--- src/rtl/button_conditioner.sv ---
// Push-button conditioner: two-flop synchronizer, debounce filter, registered
// level output and one-cycle press pulse. With BUTTON_CONDITIONER_AUTO_REPEAT_EN
// defined, an IDLE/HOLD/REPEAT FSM adds auto-repeat pulses while the button
// stays pressed.
//
// Ports
//   clock_i    rising-edge clock
//   reset_n_i  asynchronous active-low reset
//   button_i   raw, bouncing, asynchronous button (active-high)
//   level_o    debounced button level (registered)
//   pulse_o    one-cycle press / auto-repeat pulse (registered)
module button_conditioner #(
  parameter int unsigned DEBOUNCE_CYCLES = 16,
  parameter int unsigned REPEAT_DELAY    = 256,
  parameter int unsigned REPEAT_PERIOD   = 64
) (
  input  logic clock_i,
  input  logic reset_n_i,
  input  logic button_i,
  output logic level_o,
  output logic pulse_o
);

  localparam int unsigned DBC_W = $clog2(DEBOUNCE_CYCLES + 1);

  logic             sync1_q;
  logic             btn_s;
  logic [DBC_W-1:0] dbc_cnt_q, dbc_cnt_d;
  logic             level_q, level_d;
  logic             pulse_q;
  logic             rise_c;

  // Two-flop synchronizer for the asynchronous button input.
  always_ff @(posedge clock_i or negedge reset_n_i) begin
    if (!reset_n_i) begin
      sync1_q <= 1'b0;
      btn_s   <= 1'b0;
    end else begin
      sync1_q <= button_i;
      btn_s   <= sync1_q;
    end
  end

  // Debounce: count cycles the synchronized input disagrees with the level,
  // flip the level once the disagreement has lasted DEBOUNCE_CYCLES cycles.
  always_comb begin
    dbc_cnt_d = '0;
    level_d   = level_q;
    if (btn_s != level_q) begin
      if (dbc_cnt_q == DBC_W'(DEBOUNCE_CYCLES - 1)) begin
        level_d = ~level_q;
      end else if (dbc_cnt_q != '1) begin
        dbc_cnt_d = dbc_cnt_q + DBC_W'(1);
      end else begin
        dbc_cnt_d = dbc_cnt_q;
      end
    end
  end

  always_ff @(posedge clock_i or negedge reset_n_i) begin
    if (!reset_n_i) begin
      dbc_cnt_q <= '0;
      level_q   <= 1'b0;
    end else begin
      dbc_cnt_q <= dbc_cnt_d;
      level_q   <= level_d;
    end
  end

  assign rise_c = level_d & ~level_q;

`ifdef BUTTON_CONDITIONER_AUTO_REPEAT_EN
  localparam int unsigned RPT_MAX = (REPEAT_DELAY > REPEAT_PERIOD) ? REPEAT_DELAY : REPEAT_PERIOD;
  localparam int unsigned RPT_W   = $clog2(RPT_MAX + 1);

  typedef enum logic [1:0] {
    IDLE   = 2'd0,
    HOLD   = 2'd1,
    REPEAT = 2'd2
  } state_t;

  state_t           state_q;
  logic [RPT_W-1:0] rpt_cnt_q;
  logic             fall_c;

  assign fall_c = ~level_d & level_q;

  // Auto-repeat FSM; a falling level always wins and suppresses the pulse.
  always_ff @(posedge clock_i or negedge reset_n_i) begin
    if (!reset_n_i) begin
      state_q   <= IDLE;
      rpt_cnt_q <= '0;
      pulse_q   <= 1'b0;
    end else begin
      pulse_q <= 1'b0;
      case (state_q)
        IDLE: begin
          rpt_cnt_q <= '0;
          if (rise_c) begin
            pulse_q <= 1'b1;
            state_q <= HOLD;
          end
        end
        HOLD: begin
          if (fall_c) begin
            state_q   <= IDLE;
            rpt_cnt_q <= '0;
          end else if (rpt_cnt_q == RPT_W'(REPEAT_DELAY - 1)) begin
            pulse_q   <= 1'b1;
            state_q   <= REPEAT;
            rpt_cnt_q <= '0;
          end else if (rpt_cnt_q != '1) begin
            rpt_cnt_q <= rpt_cnt_q + RPT_W'(1);
          end
        end
        REPEAT: begin
          if (fall_c) begin
            state_q   <= IDLE;
            rpt_cnt_q <= '0;
          end else if (rpt_cnt_q == RPT_W'(REPEAT_PERIOD - 1)) begin
            pulse_q   <= 1'b1;
            rpt_cnt_q <= '0;
          end else if (rpt_cnt_q != '1) begin
            rpt_cnt_q <= rpt_cnt_q + RPT_W'(1);
          end
        end
        default: begin
          state_q   <= IDLE;
          rpt_cnt_q <= '0;
        end
      endcase
    end
  end
`else
  // Repeat timing parameters have no function without the auto-repeat FSM.
  logic unused_cfg_c;
  assign unused_cfg_c = ^{32'(REPEAT_DELAY), 32'(REPEAT_PERIOD)};

  // Press pulse only.
  always_ff @(posedge clock_i or negedge reset_n_i) begin
    if (!reset_n_i) begin
      pulse_q <= 1'b0;
    end else begin
      pulse_q <= rise_c;
    end
  end
`endif

  assign level_o = level_q;
  assign pulse_o = pulse_q;

endmodule

--- config.mk ---
export PLATFORM = sky130hd
export DESIGN_NAME = button_conditioner
export DESIGN_NICKNAME = d
export VERILOG_FILES = /design/src/rtl/button_conditioner.sv
export SDC_FILE = /design/constraint.sdc
export NUM_CORES = 1
export LEC_CHECK = 0
export CELL_PAD_IN_SITES_DETAIL_PLACEMENT = 2
export CELL_PAD_IN_SITES_GLOBAL_PLACEMENT = 2
export CORE_MARGIN = 5
export CORE_UTILIZATION = 29
export DETAILED_ROUTE_END_ITERATION = 10
export PLACE_DENSITY_LB_ADDON = 0.1
export REMOVE_ABC_BUFFERS = 1
export SLEW_MARGIN = 25
export SYNTH_ARGS = -nofsm -noshare
export SYNTH_HDL_FRONTEND = slang
export SYNTH_SLANG_ARGS = --single-unit
--- constraint.sdc ---
create_clock -name clock_i -period 1.2 [get_ports clock_i]
set_input_delay 0.12 -clock clock_i [delete_from_list [all_inputs] [get_ports clock_i]]
set_output_delay 0.12 -clock clock_i [all_outputs]
set_load 0.03 [all_outputs]
# [Word level (Yosys, flattened, before mapping)]
# Cells that the tools add are included.
[op_classes] add_sub_neg=1 eq_ne=4 n_mux=5 bitwise_logic=2
[ops] cell="$mux 5" count=3
[ops] cell="$add 5x1->5 const B" count=1
[ops] cell="$eq 5x4->1 const B" count=1
[ops] cell="$ne 5x5->1 const B" count=1
[ops] cell="$ne 3x1->1 const B" count=1
[ops] cell="$mux 1" count=2
[ops] cell="$and 1x1->1" count=1
[ops] cell="$ne 1x1->1" count=1
[ops] cell="$not 1->1" count=1
[word_totals] reg_bits=9 inputBits=3 output_inout_bits=2 wordCells=17

# [Depth between registers and ports, before layout]
[logic_depth] ltp_word=4 ltp_mapped=4 ltp_nobuf=4

# [Least setup slack after synthesis]
# Ideal clock, no wire load.
[synth_timing] path_kind="register to register" startpoint="reg dbc_cnt_q[0]" endpoint="reg level_q (netlist: level_o)" setup_ps=127 arrival_time_ps=1152 slack_ps=-79 stages_incl_launch_ff=5 path_buffers=0 period_less_slack_ps=1279 cell_sequence="dfrtp_1 -> ha_1 -> nand3_2 -> nor2_1 -> mux2_1"
[synth_via] elab_chain_len=3
[synth_lines] item="start, declared" line="28" rtl="logic [DBC_W-1:0] dbc_cnt_q, dbc_cnt_d;"
[synth_lines] item="start signal, assigned" line="65" rtl="dbc_cnt_q <= dbc_cnt_d;"
[synth_lines] item="$eq 5x4->1" line="50" rtl="if (dbc_cnt_q == DBC_W'(DEBOUNCE_CYCLES - 1)) begin"
[synth_lines] item="$mux 1" line="50"
[synth_lines] item="$mux 1" line="49" rtl="if (btn_s != level_q) begin"
[synth_lines] item="named net level_d" line="29" rtl="logic level_q, level_d;"
[synth_lines] item="end signal, assigned" line="66" rtl="level_q <= level_d;"
[synth_lines] item="end, declared" line="29"
# The timed path passes the listed nets, and every way through them passes these cells.
# A chain may end at the register's enable or synchronous reset.

# [Worst setup path in the final report]
[layout_timing] startpoint="reg dbc_cnt_q[1]" endpoint="reg level_q (netlist: level_o)"
# Same word-level chain as after synthesis.

==> impl_results.md <==
* Final Hold Vio Count at 0
* Vias in the first global route at 353
* Die X-Extent at 46.3 um
* Share of cells above drive strength 1 at 33.3%
* Status: finished, violations left
* Die outline area at 0.00215 sq mm
* Startpoint Class: flop
* DRC Markers at 0
* CTS tree: built
* CP cell instances: ha_4 -> nand3_2 -> nor2_1 -> mux2_1
* Ant diodes at 0
* Hold_ws at 0.153 ns
* All-layer global routing usage at 12.3%
* FP Rows at 13
* Mapped cell area at 383 sq um
* Port Buf Inserts at 4
* Slowest-stage cell, CP: dfrtp_1
* Core Region at 0.00127 sq mm
* Relative slew slack at 72.5%
* Clk_lat worst skew at 0.26 ns
* Count of final setup violators at 1
* Sink Count at 9
* Critical path depth in cells at 4
* Syn_area_per_cell at 12.0 sq um
* Grt ovf at 0
* Post-CTS Setup Bufs at 0
* Slew at the pin closest to its max-slew limit at 0.412 ns
* Fin nets at 50
* Die height at 46.3 um
* Ranking of synthesized cells by area: dfrtp_1 (59%), a21oi_1 (5.2%), nor4b_2 (3.9%)
* Worst endpoint data arrival time at 1.35 ns
* Cells after Synth at 32
* Final Worst Setup Slack at -0.00295 ns
* Iter 0 DRT Violations at 0
* Routed wire length per instance at 16.2 um
* Worst-path clk slew at 0.07 ns
* CP Buf/Inv Count at 0
* Synth warnings at 0
* Initial antenna violation count at 0
* Largest net degree at the start of global routing at 10
* Final ANT Viol Nets at 0
* Vias per std cell at 4.92
* Critical Path Sink Type: flop
* Fmax at 0.831 GHz
* First-pass GRT wire length at 1710 um
* Maximum clock path buffer count at 2
* Failing checks: negative setup slack
* Worst Path Max Fanout at 4
* Area leader, netlist: dfrtp_1
* CTS buffer count at 3
* Most frequent cells in the layout: dfrtp_1 (9), buf_4 (6), nand2_1 (3), a21oi_1 (3), clkbuf_4 (3)
* Final Cycle Share at 100%
* Worst Hold Class: primary input to asynchronous set/reset pin
* Overall power at 0.630 mW
* Worst-case clock skew at 0.00627 ns
* RSZ-0062 raised after global routing: true
* Number of I/O pins at 5
* Worst path required time at 1.35 ns
* Max-Cap Viols at 0
* H-tree levels at 1
* Root Buffer: clkbuf_4
* Synth-to-Final Area Change at 35.3%
* Multi-input gate area at 174 sq um
* CP max stage delay at 0.40 ns
* Leak pwr at 0.239 nW
* Register Area at 225 sq um
* Vias at 295
* Top cell type's share of synthesized area at 58.8%
* Starting Density at 30.2%
* 1st-pass router iterations at 1
* Final wirelength at 974 um
* CTS Hold Buffers Added at 0
* Commonest non-fill, non-tap cell in the layout: dfrtp_1
* GP Congestion at 0.714
* Fin. max-slew vios at 0
* Netlist cell types at 17
* Synthesized flop and latch total at 9
* Largest delay share family, worst path: flip-flops
* Final Critical Period at 1.20 ns
* # fillers at 145
* Final HPWL DP at 749 um
* Sequential area share after synthesis at 58.8%
* Max VDD drop at 530 uV
* Power density cells at 1220 mW/mm^2
* R2R depth at 4
* Setup Crit Path Kind: flop to flop
path summary, 6_finish.rpt:
check,startpoint,end,slack (ns)
max in group asynchronous,reset_n_i,dbc_cnt_q[3]$_DFFE_PN0P_,0.75
hold / removal,reset_n_i,level_o$_DFF_PN0_,0.15
setup reg to reg,dbc_cnt_q[1]$_DFFE_PN0P_,level_o$_DFF_PN0_,-0.003
hold reg to reg,sync1_q$_DFF_PN0_,btn_s$_DFF_PN0_,0.36
min in group clock_i,button_i,sync1_q$_DFF_PN0_,0.30
setup / recovery,dbc_cnt_q[1]$_DFFE_PN0P_,level_o$_DFF_PN0_,-0.003
kinds of logic after synthesis:
family,after synthesis,share of synthesized area (%)
fa+ha+maj,1,3.27
mux,1,2.94
compound gates,5,6.86
xor+xnor,1,2.29
flops,9,58.8
simple gates,15,25.8
cell usage after synthesis (all sizes together):
| library cell | instances |
|---|---|
| mux2 | 1 |
| nand2 | 3 |
| nor2 | 2 |
| nor3 | 2 |
| ha | 1 |
| and4b | 1 |
| and3 | 1 |
| dfrtp | 9 |
| nor2b | 1 |
| nand2b | 1 |
| nand3 | 3 |
| a31oi | 1 |
| nor4b | 1 |
| a21oi | 4 |
| xnor2 | 1 |
sequential cells by signal, summed over array words and instances (netlist names):
signal	count
pulse_o	1
btn_s	1
dbc_cnt_q	5
level_o	1
sync1_q	1
final cells by class:
type | count | share of cell area (%)
clock buffers | 4 | 5.07
repair buffers | 9 | 14.3
flip-flops and latches | 9 | 43.5
multi-input cells | 23 | 33.6
well taps | 15 | 3.62
report_power, final:
group	switching (mW)	internal [mW]	leakage [nW]
logic	0.0296	0.0342	0.106
clock network	0.110	0.128	0.0150
registers	0.0127	0.315	0.119
metrics by stage:
| stage | cells | util (%) | setup TNS (ns) | instance area (sq um) | setup WS, ns |
|---|---|---|---|---|---|
| 2_1_floorplan | 32 | - | -0.0794 | 383 | -0.0794 |
| 3_3_place_gp | 56 | 37.6 | 0 | 477 | 0.00394 |
| 3_5_place_dp | 56 | 37.6 | -0.105 | 477 | -0.0636 |
| 4_1_cts | 60 | 40.8 | -0.0137 | 518 | -0.0119 |
| 5_1_grt | 60 | 40.8 | -0.105 | 518 | -0.0556 |
| 6_report | 60 | 40.8 | -0.00295 | 518 | -0.00295 |
timing repair:
action / CTS / global route
pin swaps: 1 / 0
resized for setup: 4 / 0
endpoints found under the setup margin: 3 / 2
per-layer routing:
layer	vias to the layer above	track usage (%)	share of wire, %
met2	4	19.2	51
met5	-	0	0
met4	0	8.52	0
met3	0	5.08	3.7
met1	149	13.4	45
li1	142	-	-
No activity file was read; power rests on OpenSTA's default activity.
